## src/rtl/dma_cmd_pkg.sv

```systemverilog
// Shared definitions for the DMA command stream parser.
// Holds the header opcode encoding, the opcode field geometry and the
// parser FSM state encoding. No ports; imported by dma_cmd_stream_parser.
package dma_cmd_pkg;

    // Opcode field: the top OP_W bits of header beat 0. The remaining low
    // bits of that beat carry the byte count.
    localparam int OP_W = 4;

    localparam logic [OP_W-1:0] OP_NOP   = 4'd0;
    localparam logic [OP_W-1:0] OP_STORE = 4'd1;
    localparam logic [OP_W-1:0] OP_LOAD  = 4'd2;

    typedef enum logic [2:0] {
        ST_IDLE,
        ST_ADDR,
        ST_STORE,
        ST_STORE_WAIT,
        ST_LOAD
    } state_e;

endpackage

```

## src/rtl/dma_cmd_stream_parser.sv

```systemverilog
// Command front end for a write/read AxisToAxiAdapter pair.
// Parses a single AXI-Stream of commands (header, address, optional store
// payload), issues the adapter address requests, forwards store payload to
// the write adapter and passes load data from the read adapter to m_axis.
// Ports:
//   aclk, resetn             clock, asynchronous active-low reset
//   s_cmd_*                  command/payload input stream
//   wr_a*, wr_x*             write adapter request and payload
//   rd_a*, rd_x*             read adapter request and load data
//   m_axis_*                 load data output stream
//   busy, error, error_clear status: command active, sticky error, clear
module dma_cmd_stream_parser
    import dma_cmd_pkg::*;
#(
    parameter int DATA_WIDTH = 32,
    parameter int ADDR_WIDTH = 32,
    parameter int STRB_WIDTH = 4
) (
    input  logic                  aclk,
    input  logic                  resetn,
    input  logic [DATA_WIDTH-1:0] s_cmd_tdata,
    input  logic [STRB_WIDTH-1:0] s_cmd_tstrb,
    input  logic                  s_cmd_tlast,
    input  logic                  s_cmd_tvalid,
    output logic                  s_cmd_tready,
    output logic                  wr_avalid,
    output logic [ADDR_WIDTH-1:0] wr_aaddr,
    output logic [ADDR_WIDTH-1:0] wr_abytes,
    input  logic                  wr_aready,
    output logic [DATA_WIDTH-1:0] wr_xdata,
    output logic [STRB_WIDTH-1:0] wr_xstrb,
    output logic                  wr_xlast,
    output logic                  wr_xvalid,
    input  logic                  wr_xready,
    output logic                  rd_avalid,
    output logic [ADDR_WIDTH-1:0] rd_aaddr,
    output logic [ADDR_WIDTH-1:0] rd_abytes,
    input  logic                  rd_aready,
    input  logic [DATA_WIDTH-1:0] rd_xdata,
    input  logic [STRB_WIDTH-1:0] rd_xstrb,
    input  logic                  rd_xlast,
    input  logic                  rd_xvalid,
    output logic                  rd_xready,
    output logic [DATA_WIDTH-1:0] m_axis_tdata,
    output logic [STRB_WIDTH-1:0] m_axis_tstrb,
    output logic                  m_axis_tlast,
    output logic                  m_axis_tvalid,
    input  logic                  m_axis_tready,
    output logic                  busy,
    output logic                  error,
    input  logic                  error_clear
);

    localparam int BPB       = DATA_WIDTH / 8;
    localparam int BPB_SHIFT = $clog2(BPB);
    localparam int CW        = ADDR_WIDTH + 1;   // beat counter width

    state_e                state_q, state_d;
    logic [OP_W-1:0]       op_q, op_d;
    logic [ADDR_WIDTH-1:0] len_q, len_d;
    logic [ADDR_WIDTH-1:0] addr_q, addr_d;
    logic [CW-1:0]         rem_q, rem_d;
    logic                  wr_avalid_q, wr_avalid_d;
    logic                  rd_avalid_q, rd_avalid_d;
    logic                  error_q, error_d;
    logic                  drain_q, drain_d;     // discarding beats up to tlast
    logic                  wr_done_q, wr_done_d; // write-done seen during STORE

    logic                  cmd_hs;
    logic                  set_err;
    logic                  rem_nz;
    logic [OP_W-1:0]       hdr_op;
    logic [ADDR_WIDTH-1:0] hdr_len;
    logic [CW-1:0]         len_beats;

    assign cmd_hs    = s_cmd_tvalid && s_cmd_tready;
    assign rem_nz    = (rem_q != '0);
    assign hdr_op    = s_cmd_tdata[DATA_WIDTH-1 -: OP_W];
    assign hdr_len   = ADDR_WIDTH'(s_cmd_tdata[DATA_WIDTH-OP_W-1:0]);
    // ceil(len / BPB) with one spare bit so len near the top cannot wrap.
    assign len_beats = (CW'(len_q) + CW'(BPB - 1)) >> BPB_SHIFT;

    // Payload and load data buses are wired straight through; only the
    // valid/ready qualifiers depend on the state.
    assign wr_xdata     = s_cmd_tdata;
    assign wr_xstrb     = s_cmd_tstrb;
    assign m_axis_tdata = rd_xdata;
    assign m_axis_tstrb = rd_xstrb;
    assign m_axis_tlast = rd_xlast;

    // NOTE: every signal written here gets a default first, so no path
    // through the case leaves one unassigned and no latch is inferred.
    always_comb begin
        state_d       = state_q;
        op_d          = op_q;
        len_d         = len_q;
        addr_d        = addr_q;
        rem_d         = rem_q;
        wr_avalid_d   = wr_avalid_q;
        rd_avalid_d   = rd_avalid_q;
        drain_d       = drain_q;
        wr_done_d     = wr_done_q;
        set_err       = 1'b0;
        s_cmd_tready  = 1'b0;
        wr_xvalid     = 1'b0;
        wr_xlast      = 1'b0;
        rd_xready     = 1'b0;
        m_axis_tvalid = 1'b0;

        unique case (state_q)
            ST_IDLE: begin
                s_cmd_tready = 1'b1;
                if (cmd_hs) begin
                    if (drain_q) begin
                        if (s_cmd_tlast) drain_d = 1'b0;
                    end else begin
                        op_d  = hdr_op;
                        len_d = hdr_len;
                        if (hdr_op != OP_NOP && hdr_op != OP_STORE && hdr_op != OP_LOAD)
                            set_err = 1'b1;
                        // A one-beat packet has no address: reject it here.
                        if (s_cmd_tlast) set_err = 1'b1;
                        else             state_d = ST_ADDR;
                    end
                end
            end

            ST_ADDR: begin
                s_cmd_tready = 1'b1;
                if (cmd_hs) begin
                    addr_d = s_cmd_tdata[ADDR_WIDTH-1:0];
                    if (op_q == OP_STORE && len_q != '0) begin
                        state_d     = ST_STORE;
                        rem_d       = len_beats;
                        wr_avalid_d = 1'b1;
                        wr_done_d   = 1'b0;
                    end else if (op_q == OP_LOAD && len_q != '0) begin
                        state_d     = ST_LOAD;
                        rd_avalid_d = 1'b1;
                    end else begin
                        // Nothing to issue; a packet that keeps going is
                        // malformed and its tail is dropped.
                        state_d = ST_IDLE;
                        if (!s_cmd_tlast) begin
                            set_err = 1'b1;
                            drain_d = 1'b1;
                        end
                    end
                end
            end

            ST_STORE: begin
                wr_xvalid    = s_cmd_tvalid && rem_nz;
                s_cmd_tready = wr_xready && rem_nz;
                wr_xlast     = (rem_q == CW'(1));
                // The write adapter may finish before the last beat leaves
                // here; remember it so STORE_WAIT is skipped.
                if (wr_aready) begin
                    wr_avalid_d = 1'b0;
                    wr_done_d   = 1'b1;
                end
                if (cmd_hs) begin
                    rem_d = rem_q - CW'(1);
                    if (s_cmd_tlast != wr_xlast) set_err = 1'b1;
                    if (rem_q == CW'(1))
                        state_d = (wr_done_q || wr_aready) ? ST_IDLE : ST_STORE_WAIT;
                end
            end

            ST_STORE_WAIT: begin
                if (wr_aready) begin
                    wr_avalid_d = 1'b0;
                    state_d     = ST_IDLE;
                end
            end

            ST_LOAD: begin
                rd_xready     = m_axis_tready;
                m_axis_tvalid = rd_xvalid;
                if (rd_aready) begin
                    rd_avalid_d = 1'b0;
                    state_d     = ST_IDLE;
                end
            end

            default: state_d = ST_IDLE;
        endcase

        error_d = error_q || set_err;
        if (error_clear) error_d = 1'b0;   // clear wins over a same-cycle set
    end

    // NOTE: state registers use non-blocking assignments so every register
    // samples the pre-edge values, independent of statement order.
    always_ff @(posedge aclk or negedge resetn) begin
        if (!resetn) begin
            state_q     <= ST_IDLE;
            op_q        <= OP_NOP;
            len_q       <= '0;
            addr_q      <= '0;
            rem_q       <= '0;
            wr_avalid_q <= 1'b0;
            rd_avalid_q <= 1'b0;
            error_q     <= 1'b0;
            drain_q     <= 1'b0;
            wr_done_q   <= 1'b0;
        end else begin
            state_q     <= state_d;
            op_q        <= op_d;
            len_q       <= len_d;
            addr_q      <= addr_d;
            rem_q       <= rem_d;
            wr_avalid_q <= wr_avalid_d;
            rd_avalid_q <= rd_avalid_d;
            error_q     <= error_d;
            drain_q     <= drain_d;
            wr_done_q   <= wr_done_d;
        end
    end

    assign wr_avalid = wr_avalid_q;
    assign wr_aaddr  = addr_q;
    assign wr_abytes = len_q;
    assign rd_avalid = rd_avalid_q;
    assign rd_aaddr  = addr_q;
    assign rd_abytes = len_q;
    assign busy      = (state_q != ST_IDLE);
    assign error     = error_q;

endmodule

```

## config.mk

```make
export PLATFORM = sky130hd
export DESIGN_NAME = dma_cmd_stream_parser
export DESIGN_NICKNAME = d
export VERILOG_FILES = /design/src/rtl/dma_cmd_pkg.sv /design/src/rtl/dma_cmd_stream_parser.sv
export SDC_FILE = /design/constraint.sdc
export NUM_CORES = 1
export LEC_CHECK = 0
export CORE_AREA = 3 3 136 138
export DETAILED_ROUTE_END_ITERATION = 7
export DIE_AREA = 0 0 139 141
export PLACE_DENSITY_LB_ADDON = 0.12
export SLEW_MARGIN = 10
export SYNTH_ARGS = -nofsm -noshare
export SYNTH_HDL_FRONTEND = slang
export SYNTH_SLANG_ARGS = --single-unit
```

## constraint.sdc

```tcl
create_clock -name aclk -period 2.1 [get_ports aclk]
set_clock_uncertainty 0.15 [all_clocks]
set_input_delay 0.21 -clock aclk [delete_from_list [all_inputs] [get_ports aclk]]
set_output_delay 0.21 -clock aclk [all_outputs]
set_load 0.05 [all_outputs]
```

==> flow_summary.ini <==
[final_layout]
syn2layout_area_growth_pct = 46.7
diodes = 0
drive_gt1_share_pct = 38.3
fill_cells = 1506
final_nets = 993

[timing]
rsz0062_at_grt = true
hold_viol_final = 0
relSlewSlack_pct = 60.2
setup_viol_count_final = 37
slew_violations = 0
fin_crit_ps = 2440
fin_crit_sh_pct = 116
layout_setup_ws_ps = -337
max_clock_freq_ghz = 0.410
tightest_slew_ps = 596

[global_routing]
track_usage_pct = 21.0
grt_pass1_wl_mm = 33.3
grtUsageMet3_pct = 4.61
top_usage_layer = met2
grt_pass1_vias = 6251
overflow = 0
grt_max_degree = 43
antenna_found_initial = 0
grtUsageMet1_pct = 26.5
grt_util_met2_pct = 37.0

[floorplan]
die-width_um = 139
design.core.area_um2 = 17300
num_rows = 48
pin_count = 293
die_area_um2 = 19600
die_h_um = 141
start_util_pct = 38.7

[clock_network]
cts_inserted_buffers = 9
h-tree-depth = 3
clkTransAtPathRegs_ps = 80
clock_latency_ps = 360
clockRootBuffer = clkbuf_16
cts_tree = yes
max-clock-path-buffers = 2
clock_sinks = 105

[power_and_ir_drop]
p_int_mw = 7.07
total_power_mw = 13.9
seqPwrFrac_pct = 23.7
powerDensity_nw_per_um2 = 1410
swShare_pct = 49.1
power.share.combinational_pct = 64.0
p_sw_mw = 6.81
p_clk_share_pct = 12.4
power.leakage_nw = 4.37
vdd_drop_max_mv = 1.07

[route]
dr.pass1.iters = 5
routedWlPerCell_um = 18.6
vias = 5887
route.detailed.drc = 0
ant_nets = 0
wl_mm = 21.1
drt_iter0_drc = 328
routed_via_density = 5.18

[worst_setup_path]
cpMaxStageDelayCell = dfrtp_1
end_kind = primary output
rr_worst_depth = 8
cp_cell_sequence = nor4_4, nand4_1, buf_4, nor4_4, buf_4, and2_4, buf_12
cp_data_required_time_ps = 1740
crit_arrival_ps = 2080
critPathKind = reg2out
cpPeakStageDelay_ps = 410
startpoint_type = register
critPathMaxFanout = 3

[yosys]
synthMuxAreaShare_pct = 11.1
yosys.area.top_type = dfrtp_1
synth_warnings = 0
synth_top_area_share_pct = 39.2
synth_compound_area_share_pct = 12.5
synthAdderAreaFrac_pct = 0.560
syn-instance-count = 700
synth-seq-cells = 105
synth_cell_types = 57
ys.flop_type = dfrtp_1
synthTopCellsByArea = dfrtp_1, buf_4, mux2_2
synth-simple-area-share_pct = 14.5
postSynthAreaPerCell_um2 = 9.57
synth_top_family_by_area = buffers and inverters
synthArstFlopShare_pct = 100
ys_seq_area_share_pct = 39.2
syn_area_um2 = 6700
synth-xor-area-share_pct = 3.27
synth_edf_count = 0

[placement]
dp_hpwl_mm = 15.8
pre_cts_slack_ps = -273
port_buffers = 202
place_congestion = 0.857

[job]
cap_viol_max_count = 0

[outcome]
violations = negative setup slack
status = finished, violations left

[worst_hold_path]
hold_path_class = in2async
[cells by family (layout without fill, tap and decap cells)]
logic type | after synthesis | after routing
adder cells (fa/ha/maj) | 3 | 3
AO/OA/AOI/OAI | 125 | 125
multiplexers | 66 | 66
flip-flops | 105 | 105
XOR/XNOR | 25 | 25
AND/OR/NAND/NOR | 185 | 185
buffers and inverters | 190 | 395
other | 1 | 8
[final cells by class]
type | instances | area [um2] | area share (%)
clock buffers | 10 | 229 | 2.33
multi-input cells | 412 | 3220 | 32.8
repair buffers | 361 | 3300 | 33.6
inverters | 18 | 67.6 | 0.687
well taps | 225 | 282 | 2.86
clock inverters | 6 | 70.1 | 0.713
flip-flops and latches | 105 | 2660 | 27.0
[worst max-delay path, delay by kind of cell, from the launching register on]
| kind | cells | cell delay (ps) |
|---|---|---|
| AND/OR/NAND/NOR | 4 | 800 |
| flip-flops | 1 | 410 |
| buffers and inverters | 3 | 500 |
[power by group through the flow]
stage	Sequential [mW]	Combinational, mW	Clock, mW
global placement	3.23	8.32	0
floorplan	4.55	4.13	0
global route	3.37	9.36	1.84
CTS	3.28	8.77	1.77
finish	3.28	8.88	1.72
detailed placement	3.25	8.37	0
[synthesized netlist by cell type, types with 15 or more instances]
library cell / n
a31oi_1: 15
nand2_1: 39
xnor2_1: 17
buf_4: 141
clkbuf_1: 19
dfrtp_1: 105
nor4_1: 17
mux2_1: 22
a21oi_1: 23
o21ai_0: 23
nor2_1: 32
nand3_1: 38
inv_1: 17
mux2_2: 43
[path summary, 6_finish.rpt]
path / from / to / slack [ps]
setup reg to reg: rem_q[23] / rem_q[5] / -250
hold / removal: resetn / rem_q[15] / 240
max in group asynchronous: resetn / wr_avalid / 870
min in group aclk: rd_xdata[10] / m_axis_tdata[10] / 270
hold reg to reg: wr_avalid / wr_avalid / 340
setup / recovery: rem_q[10] / wr_xlast / -340
[per-layer routing]
metal / vias up / part of all wire (%)
met4: 0 / 1.3
met1: 2893 / 43
li1: 2767 / -
met2: 206 / 51
met5: - / 0
met3: 21 / 5.7
[cells in the final DEF, fill, tap and decap left out, types with 4 or more instances in the layout]
cell type          n
a21oi_1           15
xor2_1             8
nand2b_1           7
buf_12             9
a31oi_1            8
xnor2_1           17
a31o_1             4
a22o_1             9
mux2_2            43
nor2_1            29
dlygate4sd2_1      9
buf_6             15
nor4_4             8
buf_4            185
dfrtp_2           22
inv_1             17
dfrtp_1           83
dlymetal6s2s_1    15
clkdlybuf4s50_1  126
nor4_1             7
mux2_1            21
nor4_2             6
a31oi_4            5
nor3_1             7
conb_1             8
or3_1              7
a21o_1             4
o22ai_1           10
a21oi_2            8
nand4_1           13
nand2_1           37
o31ai_1            6
clkbuf_16          9
nand3_1           35
o21ai_0           22
[timing repair]
item | in CTS | in global routing
buffers inserted | 10 | 3
setup endpoints to repair | 47 | 56
gates resized for setup | 70 | 32
gates cloned | 2 | 0
hold buffers | 1 | 0
hold endpoints to repair | 38 | 0
pin swaps | 26 | 4
[state kept, by name, indices dropped and copies added (netlist names), 3 cells and up]
| name | cells |
|---|---|
| state_q | 3 |
| op_q | 4 |
| rem_q | 33 |
| rd_aaddr | 32 |
| rd_abytes | 28 |
[metrics by stage]
step / cell area [um2] / hold slack [ps] / util [%] / std cells / setup TNS (ps)
5_1_grt: 9830 / 270 / 56.8 / 1137 / -11090
2_1_floorplan: 6820 / -236 / - / 707 / -3710
6_report: 9830 / 238 / 56.8 / 1137 / -6350
3_3_place_gp: 8980 / 95.3 / 51.9 / 1106 / -4060
4_1_cts: 9680 / 261 / 56.0 / 1135 / -3780
3_5_place_dp: 8980 / 103 / 51.9 / 1106 / -6920
No activity file was read; power rests on OpenSTA's default activity.
